<file path="src/rtl/segs_bcd_feeder.sv">
// Sequential 20-bit binary to six-digit BCD converter (double-dabble, one bit per clock)
// that feeds the seven-segment scan controller with packed digits and leading-zero blanking.
module segs_bcd_feeder #(
  parameter bit BLANK_LEADING = 1'b1
) (
  input  logic        Clock,
  input  logic        Reset_n,
  input  logic        Load,
  input  logic [19:0] Value,
  output logic        Busy,
  output logic        Done,
  output logic        Overflow,
  output logic [23:0] Data,
  output logic [5:0]  DisplayEnables,
  output logic [1:0]  state_dbg
);

  // Handshake: Load is taken on a rising edge only while Busy=0 (IDLE); Busy rises after
  // that edge and falls together with the one-cycle Done pulse. Load at any other time is dropped.
  typedef enum logic [1:0] {
    IDLE   = 2'd0,
    CONV   = 2'd1,
    FINISH = 2'd2
  } state_t;

  state_t      state, state_next;
  logic [19:0] shift_q;
  logic [23:0] acc_q;
  logic [23:0] acc_adj;
  logic [4:0]  cnt_q;
  logic        ovf_pend;
  logic [5:0]  en_blank;
  logic        seen_nz;

  assign state_dbg = state;

  always_comb begin
    state_next = state;
    case (state)
      IDLE:    if (Load) state_next = CONV;
      CONV:    if (cnt_q == 5'd1) state_next = FINISH;
      FINISH:  state_next = IDLE;
      default: state_next = IDLE;
    endcase
  end

  // Add-3 correction on every nibble in parallel, no carry between nibbles.
  always_comb begin
    acc_adj = acc_q;
    for (int i = 0; i < 6; i++) begin
      if (acc_q[4*i +: 4] >= 4'd5) acc_adj[4*i +: 4] = acc_q[4*i +: 4] + 4'd3;
    end
  end

  // A digit is shown when it or any more significant digit is nonzero; ones digit always shown.
  always_comb begin
    en_blank = 6'b000000;
    seen_nz  = 1'b0;
    for (int i = 5; i >= 0; i--) begin
      seen_nz     = seen_nz | (acc_q[4*i +: 4] != 4'd0);
      en_blank[i] = seen_nz;
    end
    en_blank[0] = 1'b1;
  end

  always_ff @(posedge Clock or negedge Reset_n) begin
    if (!Reset_n) begin
      state          <= IDLE;
      shift_q        <= 20'd0;
      acc_q          <= 24'd0;
      cnt_q          <= 5'd0;
      ovf_pend       <= 1'b0;
      Busy           <= 1'b0;
      Done           <= 1'b0;
      Overflow       <= 1'b0;
      Data           <= 24'h000000;
      DisplayEnables <= 6'b000001;
    end else begin
      state <= state_next;
      Done  <= 1'b0;
      case (state)
        IDLE: begin
          if (Load) begin
            shift_q  <= Value;
            acc_q    <= 24'd0;
            cnt_q    <= 5'd20;
            ovf_pend <= (Value > 20'd999999);
            Busy     <= 1'b1;
          end
        end
        CONV: begin
          acc_q   <= {acc_adj[22:0], shift_q[19]};
          shift_q <= {shift_q[18:0], 1'b0};
          cnt_q   <= cnt_q - 5'd1;
        end
        FINISH: begin
          Busy <= 1'b0;
          Done <= 1'b1;
          if (ovf_pend) begin
            Data           <= 24'h999999;
            DisplayEnables <= 6'b111111;
            Overflow       <= 1'b1;
          end else begin
            Data           <= acc_q;
            DisplayEnables <= BLANK_LEADING ? en_blank : 6'b111111;
            Overflow       <= 1'b0;
          end
        end
        default: ;
      endcase
    end
  end

endmodule

</file>
<file path="config.mk">
export PLATFORM = sky130hd
export DESIGN_NAME = segs_bcd_feeder
export DESIGN_NICKNAME = d
export VERILOG_FILES = /design/src/rtl/segs_bcd_feeder.sv
export SDC_FILE = /design/constraint.sdc
export NUM_CORES = 1
export LEC_CHECK = 0
export BUFFER_PORTS_ARGS = -buffer_cell sky130_fd_sc_hd__buf_4
export CORE_MARGIN = 4
export CORE_UTILIZATION = 53
export CTS_BUF_LIST = sky130_fd_sc_hd__clkbuf_2 sky130_fd_sc_hd__clkbuf_4 sky130_fd_sc_hd__clkbuf_8
export CTS_CLUSTER_SIZE = 12
export DETAILED_ROUTE_END_ITERATION = 16
export PLACE_DENSITY = 0.75
export SLEW_MARGIN = 25
export SYNTH_ARGS = -nofsm -noshare
export SYNTH_HDL_FRONTEND = slang
export SYNTH_SLANG_ARGS = --single-unit
</file>
<file path="constraint.sdc">
create_clock -name Clock -period 1.4 [get_ports Clock]
set_input_delay 0.14 -clock Clock [delete_from_list [all_inputs] [get_ports Clock]]
set_output_delay 0.14 -clock Clock [all_outputs]
set_load 0.005 [all_outputs]
</file>
==> flow_summary.yaml <==
grt:
  grt_first_pass_wirelength_microns: 16100
  antenna_found_initial: 0
  grt_pass1_vias: 3375
  grt_max_degree: 35
  track_usage_pct: 23.2
  grt_overflow: 0
setup_path:
  cpPeakStageDelay_ps: 410
  r2r_cells: 7
  rr_startpoint: "acc_q[21]"
  endpoint_kind: "flop"
  start_kind: "flop"
  cp_num_cells: 7
  worst-setup-path-type: "reg -> reg"
  crit_slowest_cell: "dfrtp_1"
  path_max_fanout: 4
  cp.arrival_ps: 1780
  critPathTopFamily: "simple AND/OR/NAND/NOR gates"
  crit_buf_inv: 2
  r2r_setup_slack_ps: -120
  cp_data_required_time_ps: 1660
  crit_chain: "inv_2, ha_4, nor4b_4, nand3_2, buf_6, o21ai_2, nand2_1"
  r2r-end: "DisplayEnables[3]"
clock_tree:
  cts_buffers: 9
  tritoncts: "yes"
  clock_latency_ps: 370
  clockRootBuffer: "clkbuf_8"
  clockBufferDepth: 2
  cts_max_level: 3
  clock_sinks: 84
  cts.clk_slew.worst_paths_ps: 90
logic_synthesis:
  synth.most_common_cell: "dfrtp_1"
  ys_seq_area_share_pct: 52.8
  synth_edf_count: 0
  synth_area_sq_um: 3980
  synth_cell_types: 39
  yosys_warnings: 0
  syn_area_per_cell_sq_um: 9.78
  synth_area_leaders: "dfrtp_1 (53%), nand2_1 (7.3%), o21ai_0 (6.4%)"
  yosys.area.top_type_share_pct: 52.8
  synth_cells: 407
  synthTopCellsByCount: "dfrtp_1 (84), nand2_1 (77), o21ai_0 (51), ha_1 (19), buf_2 (18)"
  synth_seq_cells: 84
  yosys.area.top_type: "dfrtp_1"
  ys.flop_type: "dfrtp_1"
  syn_nets: 449
  synthArstFlopShare_pct: 100
sta:
  maxClockFrequency_mhz: 657
  fin_skew_ps: 11.8
  rsz0062_at_grt: "yes"
  finalHoldViolCount: 0
  min_period_over_period_pct: 109
  fin_tns_setup_ps: -435
  holdWs_ps: 20.8
  setup_viol: 7
  slew_violations: 0
  min_period_ps: 1520
  worst_slack_ps: -123
pwr:
  ir_worst_vdd_uv: 962
  pwr_density_cell_nw_per_um2: 2210
  power_mw: 12.0
  power.leakage_nw: 2.54
finish:
  area.growth.synth_to_final_pct: 36.4
  postLayoutCellArea_sq_um: 5430
  final_util_pct: 74.4
  n_antenna_cell: 0
  fin_cells: 618
  drive_above_1_share_pct: 35.8
  final_nets: 557
placement:
  placed_cell_area_sq_um: 4780
  place.gp.congestion: 0.893
  place.port_buffers: 56
  dp_hpwl_microns: 6570
  post-place-ws_ps: -223
  dp_cells: 584
floorplanning:
  die_w_microns: 94.7
  rows: 31
  fp.dieH_microns: 94.7
  start_util_pct: 54.6
  ios: 58
  core_sq_um: 7290
  dieArea_sq_um: 8960
flow_run:
  cap_violations: 0
status:
  violations: "negative setup slack"
  outcome: "finished, violations left"
drt:
  drt_wl_total_microns: 10500
  dr.first_iter.drc_count: 215
  antenna_left: 0
  wire_per_inst_microns: 16.9
  drc: 0
  routed_via_density: 5.61
  via_count: 3466
  drtPass1Iterations: 5
hold_path:
  hp-start: "Value[0]"
  hold_depth: 3
  hp-class: "in -> reg"
  min_to: "shift_q[0]"
## registers in the layout (all words and copies together), names as in the netlist
register        flops
state_dbg           2
Overflow            1
ovf_pend            1
DisplayEnables      5
shift_q            20
Data               24
Done                1
acc_q              24
Busy                1
cnt_q               5
## worst reg2reg max path: cells and delay by family (launching register included)
| kind | cells | cell delay (ps) |
|---|---|---|
| simple gates | 3 | 480 |
| flops | 1 | 410 |
| buf+inv | 2 | 270 |
| fa+ha+maj | 1 | 150 |
| compound gates | 1 | 100 |
## layout by cell type (no fill, tap or decap), types with 2 or more instances in the layout
master      netlist  layout
buf_4             2     110
dfrtp_1          84      80
nand2_1          77      77
o21ai_0          51      49
a22oi_1          16      16
ha_1             19      14
inv_2             1      10
nor2_1           10      10
o31ai_1          12      10
clkbuf_8          0      10
o22ai_1           9       9
nand2b_1         15       9
buf_6             1       9
nand3_1          11       8
a21oi_1          13       7
a32o_1            6       6
inv_1            15       5
nand2b_4          0       5
xnor2_1           6       5
ha_4              0       5
dfrtp_2           0       4
a21oi_2           0       3
nor3b_1           3       3
a21oi_4           0       3
o311ai_1          1       3
xor2_1            3       3
nand3_2           0       3
and3b_1           3       3
nor3_1            4       3
o31ai_2           0       2
clkinvlp_4        0       2
buf_12            0       2
## per-layer routing
layer / wire length [microns] / GRT usage, % / up-vias
li1: - / - / 1640
met1: 4500 / 31.7 / 1697
met2: 5140 / 35.5 / 104
met3: 539 / 4.78 / 25
met4: 289 / 10.9 / 0
met5: 0 / 0 / -
## report_power, final
part	internal, mW	total (mW)	switching, mW	leakage [nW]
clock	0.880	1.76	0.878	0.0948
sequential	3.41	4.26	0.845	1.04
combinational	3.12	6.00	2.88	1.40
## area by class of cell
| cell class | count | area, sq um |
|---|---|---|
| clock inverter | 4 | 50.0 |
| timing repair buffer | 123 | 992 |
| multi-input combinational | 281 | 1950 |
| clock buffer | 11 | 145 |
| fill | 482 | 1860 |
| tap | 99 | 124 |
| sequential | 84 | 2110 |
| inverter | 16 | 62.6 |
## kinds of logic after synthesis
family	count (synthesis)	share of synthesized area (%)
compound gates	118	18.6
xor+xnor	9	1.98
fa+ha+maj	19	5.97
buf+inv	42	4.90
flops	84	52.8
other cells	1	0.0942
simple gates	134	15.6
## worst max-delay path by stage
| stage | from | end | slack [ps] |
|---|---|---|---|
| floorplan | acc_q[20] | DisplayEnables[1] | -3 |
| global placement | acc_q[21] | DisplayEnables[1] | -40 |
| detailed placement | acc_q[21] | DisplayEnables[1] | -220 |
| CTS | acc_q[21] | DisplayEnables[3] | 0.3 |
| global route | acc_q[21] | DisplayEnables[3] | -140 |
| finish | acc_q[21] | DisplayEnables[3] | -120 |
## repair_timing
item	in CTS	in global routing
pin swaps	5	8
setup endpoints to repair	33	57
buffers inserted	3	14
hold endpoints to repair	27	0
resized for setup	21	59
hold buffers	1	0
gates cloned	1	0
Note: power is estimated with default switching activity, not from simulation.
